**src/rtl/csa_pkg.sv**
```systemverilog
// Shared constants and elaboration-time helpers for the pipelined carry-select
// adder/subtractor.
package csa_pkg;

  localparam logic ADD = 1'b0;
  localparam logic SUB = 1'b1;

  // Pipeline stage in which carry-select block blk is evaluated.
  function automatic int stage_of_block(input int blk, input int stages, input int nblk);
    return (blk * stages) / nblk;
  endfunction

  // Highest-numbered block evaluated in a given stage; its carry-out is the
  // carry handed to the next stage.
  function automatic int last_block_of_stage(input int stage, input int stages, input int nblk);
    int last;
    last = 0;
    for (int i = 0; i < nblk; i++)
      if (stage_of_block(i, stages, nblk) == stage) last = i;
    return last;
  endfunction

  function automatic bit params_legal(input int width, input int block, input int stages);
    if (block < 1 || width < 1) return 1'b0;
    if (width % block != 0) return 1'b0;
    return (stages >= 1) && (stages <= width / block);
  endfunction

endpackage

```
**src/rtl/csa_addsub_pipe_if.sv**
```systemverilog
// Operand and result handshake bundle for csa_addsub_pipe.
interface csa_addsub_pipe_if #(
  parameter int WIDTH = 32
);
  logic             in_valid;
  logic             in_ready;
  logic [WIDTH-1:0] a;
  logic [WIDTH-1:0] b;
  logic             cin;
  logic             op_sub;
  logic             out_valid;
  logic             out_ready;
  logic [WIDTH-1:0] sum;
  logic             cout;
  logic             ovf;
  logic             zero;

  modport master (
    output in_valid, a, b, cin, op_sub, out_ready,
    input  in_ready, out_valid, sum, cout, ovf, zero
  );

  modport slave (
    input  in_valid, a, b, cin, op_sub, out_ready,
    output in_ready, out_valid, sum, cout, ovf, zero
  );
endinterface

```
**src/rtl/csa_block_n.sv**
```systemverilog
// Combinational N-bit carry-select slice: single ripple (SELECT=0) or two
// speculative ripples muxed by the incoming carry (SELECT=1).
module csa_block_n #(
  parameter int N      = 4,
  parameter bit SELECT = 1'b1
) (
  input  logic [N-1:0] a,
  input  logic [N-1:0] b,
  input  logic         ci,
  output logic [N-1:0] s,
  output logic         co,
  output logic         cmsb
);

  // Returns {carry into MSB, carry out, sum}.
  function automatic logic [N+1:0] ripple(input logic [N-1:0] x, input logic [N-1:0] y,
                                          input logic c0);
    logic [N:0]   c;
    logic [N-1:0] r;
    c    = '0;
    r    = '0;
    c[0] = c0;
    for (int j = 0; j < N; j++) begin
      r[j]   = x[j] ^ y[j] ^ c[j];
      c[j+1] = (x[j] & y[j]) | (c[j] & (x[j] ^ y[j]));
    end
    return {c[N-1], c[N], r};
  endfunction

  if (SELECT) begin : g_select
    logic [N+1:0] res0;
    logic [N+1:0] res1;
    assign res0 = ripple(a, b, 1'b0);
    assign res1 = ripple(a, b, 1'b1);
    assign {cmsb, co, s} = ci ? res1 : res0;
  end else begin : g_ripple
    assign {cmsb, co, s} = ripple(a, b, ci);
  end

endmodule

```
**src/rtl/csa_addsub_pipe.sv**
```systemverilog
// Pipelined carry-select adder/subtractor with elastic valid/ready flow; the
// NBLK blocks are spread over STAGES register cuts, the last cut drives outputs.
module csa_addsub_pipe
  import csa_pkg::*;
#(
  parameter int WIDTH  = 32,
  parameter int BLOCK  = 4,
  parameter int STAGES = 2
) (
  input  logic                 clk,
  input  logic                 rst_n,
  csa_addsub_pipe_if.slave     ifc
);

  localparam int NBLK = WIDTH / BLOCK;

  if (!params_legal(WIDTH, BLOCK, STAGES)) begin : g_bad_params
    $fatal(1, "csa_addsub_pipe: WIDTH must be a multiple of BLOCK and 1 <= STAGES <= WIDTH/BLOCK");
  end

  typedef struct packed {
    logic             v;
    logic             c;
    logic [WIDTH-1:0] s;
    logic [WIDTH-1:0] a;
    logic [WIDTH-1:0] b;
  } stage_t;

  logic [STAGES-1:0]            v;
  logic [STAGES-1:0]            adv;
  logic [STAGES-1:0]            in_v;
  logic [STAGES-1:0]            in_c;
  logic [STAGES-1:0][WIDTH-1:0] in_a;
  logic [STAGES-1:0][WIDTH-1:0] in_b;
  logic [STAGES-1:0][WIDTH-1:0] in_s;
  logic [WIDTH-1:0]             blk_sum;
  logic [NBLK-1:0]              blk_cmsb;

  // Advance chain, evaluated from the output back towards the input.
  always_comb begin
    logic go;
    adv = '0;
    go  = !v[STAGES-1] | ifc.out_ready;
    adv[STAGES-1] = go;
    for (int k = STAGES - 2; k >= 0; k--) begin
      go     = !v[k] | go;
      adv[k] = go;
    end
  end

  assign ifc.in_ready = adv[0];

  for (genvar i = 0; i < NBLK; i++) begin : g_blk
    localparam int STG   = stage_of_block(i, STAGES, NBLK);
    localparam bit FIRST = (i == 0) || (stage_of_block(i - 1, STAGES, NBLK) != STG);
    logic ci;
    logic co;

    if (FIRST) begin : g_cin_stage
      assign ci = in_c[STG];
    end else begin : g_cin_chain
      assign ci = g_blk[i-1].co;
    end

    csa_block_n #(
      .N      (BLOCK),
      .SELECT (i != 0)
    ) u_blk (
      .a    (in_a[STG][i*BLOCK +: BLOCK]),
      .b    (in_b[STG][i*BLOCK +: BLOCK]),
      .ci   (ci),
      .s    (blk_sum[i*BLOCK +: BLOCK]),
      .co   (co),
      .cmsb (blk_cmsb[i])
    );
  end

  for (genvar k = 0; k < STAGES; k++) begin : g_stg
    localparam int LAST = last_block_of_stage(k, STAGES, NBLK);
    stage_t r;
    stage_t nx;

    if (k == 0) begin : g_accept
      assign in_v[0] = ifc.in_valid;
      assign in_a[0] = ifc.a;
      assign in_b[0] = (ifc.op_sub == SUB) ? ~ifc.b : ifc.b;
      assign in_c[0] = (ifc.op_sub == SUB) ? 1'b1 : ifc.cin;
      assign in_s[0] = '0;
    end else begin : g_chain
      assign in_v[k] = g_stg[k-1].r.v;
      assign in_a[k] = g_stg[k-1].r.a;
      assign in_b[k] = g_stg[k-1].r.b;
      assign in_c[k] = g_stg[k-1].r.c;
      assign in_s[k] = g_stg[k-1].r.s;
    end

    // NOTE: every field gets a default before the per-block overrides, so no
    // latch can be inferred for bits this stage does not compute.
    always_comb begin
      nx.v = in_v[k];
      nx.c = g_blk[LAST].co;
      nx.a = in_a[k];
      nx.b = in_b[k];
      nx.s = in_s[k];
      for (int i = 0; i < NBLK; i++)
        if (stage_of_block(i, STAGES, NBLK) == k)
          nx.s[i*BLOCK +: BLOCK] = blk_sum[i*BLOCK +: BLOCK];
    end

    // NOTE: registers use non-blocking assignment so every stage samples the
    // previous stage's pre-edge value; datapath is reset too so outputs read 0.
    always_ff @(posedge clk or negedge rst_n) begin
      if (!rst_n)      r <= '0;
      else if (adv[k]) r <= nx;
    end

    assign v[k] = r.v;
  end

  logic ovf_q;
  logic zero_q;

  always_ff @(posedge clk or negedge rst_n) begin
    if (!rst_n) begin
      ovf_q  <= 1'b0;
      zero_q <= 1'b0;
    end else if (adv[STAGES-1]) begin
      ovf_q  <= blk_cmsb[NBLK-1] ^ g_blk[NBLK-1].co;
      zero_q <= (g_stg[STAGES-1].nx.s == '0);
    end
  end

  assign ifc.out_valid = g_stg[STAGES-1].r.v;
  assign ifc.sum       = g_stg[STAGES-1].r.s;
  assign ifc.cout      = g_stg[STAGES-1].r.c;
  assign ifc.ovf       = ovf_q;
  assign ifc.zero      = zero_q;

  // Operand bits already consumed by earlier stages are carried but never read.
  logic unused_dp;
  assign unused_dp = ^{in_a, in_b, blk_cmsb, g_stg[STAGES-1].r.a, g_stg[STAGES-1].r.b};

endmodule
```
**src/flat_wrapper.sv**
```systemverilog
// flat-port wrapper written by rule: the top's interface ports become plain ports
module csa_addsub_pipe_flat import csa_pkg::*;
#(
  parameter int WIDTH  = 32,
  parameter int BLOCK  = 4,
  parameter int STAGES = 2
)
  (clk, rst_n, ifc_in_valid, ifc_a, ifc_b, ifc_cin, ifc_op_sub, ifc_out_ready, ifc_in_ready, ifc_out_valid, ifc_sum, ifc_cout, ifc_ovf, ifc_zero);
  csa_addsub_pipe_if #(.WIDTH(WIDTH)) ifc_i ();
  input  logic clk;
  input  logic rst_n;
  input wire logic [$bits(ifc_i.in_valid)-1:0] ifc_in_valid;
  input wire logic [$bits(ifc_i.a)-1:0] ifc_a;
  input wire logic [$bits(ifc_i.b)-1:0] ifc_b;
  input wire logic [$bits(ifc_i.cin)-1:0] ifc_cin;
  input wire logic [$bits(ifc_i.op_sub)-1:0] ifc_op_sub;
  input wire logic [$bits(ifc_i.out_ready)-1:0] ifc_out_ready;
  output wire logic [$bits(ifc_i.in_ready)-1:0] ifc_in_ready;
  output wire logic [$bits(ifc_i.out_valid)-1:0] ifc_out_valid;
  output wire logic [$bits(ifc_i.sum)-1:0] ifc_sum;
  output wire logic [$bits(ifc_i.cout)-1:0] ifc_cout;
  output wire logic [$bits(ifc_i.ovf)-1:0] ifc_ovf;
  output wire logic [$bits(ifc_i.zero)-1:0] ifc_zero;
  assign ifc_i.in_valid = ifc_in_valid;
  assign ifc_i.a = ifc_a;
  assign ifc_i.b = ifc_b;
  assign ifc_i.cin = ifc_cin;
  assign ifc_i.op_sub = ifc_op_sub;
  assign ifc_i.out_ready = ifc_out_ready;
  assign ifc_in_ready = ifc_i.in_ready;
  assign ifc_out_valid = ifc_i.out_valid;
  assign ifc_sum = ifc_i.sum;
  assign ifc_cout = ifc_i.cout;
  assign ifc_ovf = ifc_i.ovf;
  assign ifc_zero = ifc_i.zero;
  csa_addsub_pipe #(.WIDTH(WIDTH), .BLOCK(BLOCK), .STAGES(STAGES)) u_core (.clk(clk), .rst_n(rst_n), .ifc(ifc_i));
endmodule
```
**config.mk**
```make
export PLATFORM = sky130hd
export DESIGN_NAME = csa_addsub_pipe_flat
export DESIGN_NICKNAME = d
export VERILOG_FILES = /design/src/rtl/csa_pkg.sv /design/src/rtl/csa_addsub_pipe_if.sv /design/src/rtl/csa_block_n.sv /design/src/rtl/csa_addsub_pipe.sv /design/src/flat_wrapper.sv
export SDC_FILE = /design/constraint.sdc
export NUM_CORES = 1
export LEC_CHECK = 0
export BUFFER_PORTS_ARGS = -buffer_cell sky130_fd_sc_hd__buf_2
export CAP_MARGIN = 20
export CORE_MARGIN = 2
export CORE_UTILIZATION = 46
export DETAILED_ROUTE_END_ITERATION = 12
export GPL_ROUTABILITY_DRIVEN = 0
export PLACE_DENSITY = 0.71
export SLEW_MARGIN = 20
export SYNTH_ARGS = -nofsm -noshare
export SYNTH_HDL_FRONTEND = slang
export SYNTH_SLANG_ARGS = --single-unit
```
**constraint.sdc**
```tcl
create_clock -name clk -period 12.9 [get_ports clk]
set_input_delay 1.29 -clock clk [delete_from_list [all_inputs] [get_ports clk]]
set_output_delay 1.29 -clock clk [all_outputs]
set_load 0.005 [all_outputs]
```
==> flow_summary.ini <==
[setup_path]
end_kind = register
critPathMaxFanout = 33
worstPathBufferInverterCount = 4
worstSetupStartpointType = input port
crit_required_ps = 13140
critPathSlowestCell = buf_4
crit_type = input port to register
crit_path_frequent_cell = fa_1
critPathTopFamily = adder cells
crit_arrival_ps = 7830
critPathMaxStageDelay_ps = 440
crit_chain = buf_2, buf_4, xnor2_1, fa_1, fa_1, fa_1, inv_1, fa_1, o21ai_0, fa_1, fa_1, fa_1, mux2i_1, fa_1, fa_1, fa_1, mux2i_1, fa_1, fa_1, inv_1, fa_1, mux2_2

[timing]
worstMarginPinSlew_ps = 799.1
finalHoldViolations = 0
tns_ps = 0
period_needed_ps = 7587
finClkSkew_ps = 12.17
slew_headroom = 0.4673
fin_crit_sh = 0.5881
rsz0062_at_grt = false
max_clock_freq_mhz = 131.8
setup_ws_ps = 5313
setup-violations-final = 0
drv_slew = 0

[route]
wire_per_inst_um = 13.84
drtAntennaViolNets = 0
first_pass_iters = 5
num_vias = 3272
drcViolationCount = 0
via_per_inst = 4.777
drtIter0Drc = 137
routed_wl_um = 9479

[floorplanning]
start_util = 0.4678
fp.dieArea_mm2 = 0.01066
die_h_um = 103.2
core_area_mm2 = 0.009684
die_w_um = 103.2
std_cell_rows = 36
ios = 107

[clocking]
hold_buffers = 0
cts_setup_buffers = 0
root_buffer = clkbuf_8
cts_resized = 0
clock_latency_ps = 360
clockBufferDepth = 2
cts_tree = yes
cts_buffers = 9
clk_pin_slew_ps = 90
clock-sinks = 86
h-tree-depth = 3

[global_routing]
grt_antenna_before_repair = 0
grt_use_total = 0.1908
grt_overflow_total = 0
grt_max_degree = 89
grt_pass1_wl_um = 15430
grt_pass1_vias = 3226

[finish]
diodes = 0
fin_area_mm2 = 0.005375
final_nets = 656
n_fill_cell = 893
area_growth_pct = 18.64
drive_gt1_frac = 0.2609

[job]
drv_cap = 0

[min_path]
min-delay-path-class = register to register

[logic_synthesis]
synthCells = 447
yosys_warnings = 0
synth_area_per_cell_um2 = 10.14
ys_types = 32
synth_area_mm2 = 0.004531
ys_ff_latch = 86
synth.net_count = 556
ys_seq_area_frac = 0.4750

[power]
power.density_mw_per_mm2 = 152.5
power_leakage_nw = 2.686
peakVddDrop_mv = 0.07910

[outcome]
outcome = completed

[place]
dpl-instance-area_mm2 = 0.005167
io_buffers = 106
dp_slack_ps = 4896
dp_hpwl_um = 7168
registers in the layout, indices dropped and copies added (netlist names):
name / flops
u_core.g_stg.r: 49
u_core.ifc.zero: 1
u_core.ifc.sum: 32
u_core.g_blk.ci: 1
u_core.ifc.ovf: 1
u_core.ifc.out_valid: 1
u_core.ifc.cout: 1
cell usage in the layout, fill, tap and decap left out, types with 3 or more instances in the layout:
cell        n
nand2_1    96
a21oi_1    30
inv_1      39
mux2_2     12
nand2b_1    5
buf_2     105
o21ai_0    21
xnor2_1    24
fa_1       23
ha_1       16
inv_6       3
xor2_1     19
clkbuf_8    9
dfrtp_1    86
nor2_1     32
buf_4       4
nor4_1      5
metal layers:
metal,part of all wire,vias to the layer above,wire length [um],track usage
met2,0.49,81,4610,0.3057
met5,0,-,0,0
met4,0.020,0,187,0.07085
met1,0.45,1566,4232,0.2633
met3,0.047,15,449,0.03293
li1,-,1610,-,-
path summary, 6_finish.rpt:
check	endpoint	startpoint	depth (start not counted)	slack, ps
min in group asynchronous	u_core.g_stg[0].r[52]$_DFFE_PN0P_	rst_n	1	980
worst max-delay path	u_core.g_stg[0].r[79]$_DFFE_PN0P_	ifc_op_sub	22	5310
worst max register to register	u_core.ifc.zero$_DFFE_PN0P_	u_core.g_stg[0].r[48]$_DFFE_PN0P_	24	6370
max in group asynchronous	u_core.ifc.sum[18]$_DFFE_PN0P_	rst_n	1	11410
worst min register to register	u_core.ifc.sum[14]$_DFFE_PN0P_	u_core.ifc.sum[14]$_DFFE_PN0P_	2	470
worst min-delay path	u_core.ifc.sum[14]$_DFFE_PN0P_	u_core.ifc.sum[14]$_DFFE_PN0P_	2	470
worst reg2reg max path: cells and delay by family, from the launching register on:
family	cells	cell delay, ps
flops	1	390
fa+ha+maj	11	4070
compound gates	6	1160
simple gates	4	580
buf+inv	3	270
Yosys cell counts:
master	instances	area (um2)
mux2i_1	2	20.02
nand2_2	1	6.260
a21boi_0	1	7.510
nor4_1	5	31.28
nor2b_4	1	13.76
nor2b_2	1	8.760
a22o_1	1	8.760
fa_1	23	460.4
xor2_1	19	166.4
nand3_1	1	5.000
a21oi_1	30	150.1
dfrtp_1	86	2152
nand2b_1	5	31.28
nor3_1	1	5.000
ha_1	16	200.2
and4b_1	1	10.01
buf_2	10	50.05
clkbuf_1	8	30.03
inv_1	39	146.4
a31oi_1	1	6.260
nand4_1	2	12.51
nor2b_1	1	6.260
buf_4	1	7.510
o21ai_0	21	105.1
o311ai_4	1	26.28
nand2_1	96	360.4
mux2_2	12	135.1
nand3b_1	2	15.01
buf_1	2	7.510
a2111oi_2	1	15.01
nor2_1	32	120.1
xnor2_1	24	210.2
power breakdown:
group | switching, W | internal (W) | leakage, nW
registers | 0.0000457 | 0.000336 | 1.01
clock network | 0.000103 | 0.0000919 | 0.0968
logic | 0.000129 | 0.000114 | 1.58
cell families after synthesis:
group | count (synthesis) | share of synthesized area
buffers and inverters | 60 | 0.05330
AO/OA/AOI/OAI | 56 | 0.07042
adder cells (fa/ha/maj) | 39 | 0.1458
flip-flops | 86 | 0.4750
multiplexers | 14 | 0.03424
XOR/XNOR | 43 | 0.08313
AND/OR/NAND/NOR | 149 | 0.1381
area by class of cell:
cell class	instances	area, um2	area share
Clock inverter	7	80.08	0.01490
Clock buffer	9	123.9	0.02304
Tap cell	133	166.4	0.03096
Inverter	39	146.4	0.02723
Timing Repair Buffer	110	566.8	0.1054
Sequential cell	86	2152	0.4004
Multi-Input combinational cell	301	2140	0.3980
metrics by stage:
step | util | hold slack [ps] | total power (W) | cells
detailed placement | 0.5336 | 450.4 | 0.0006342 | 669
floorplan | - | 454.8 | 0.0005259 | 447
global placement | 0.5336 | 444.0 | 0.0006233 | 669
CTS | 0.5547 | 470.7 | 0.0008294 | 685
finish | 0.5550 | 466.3 | 0.0008196 | 685
global route | 0.5550 | 501.2 | 0.0008832 | 685
Power figures use the tool's default switching activity.
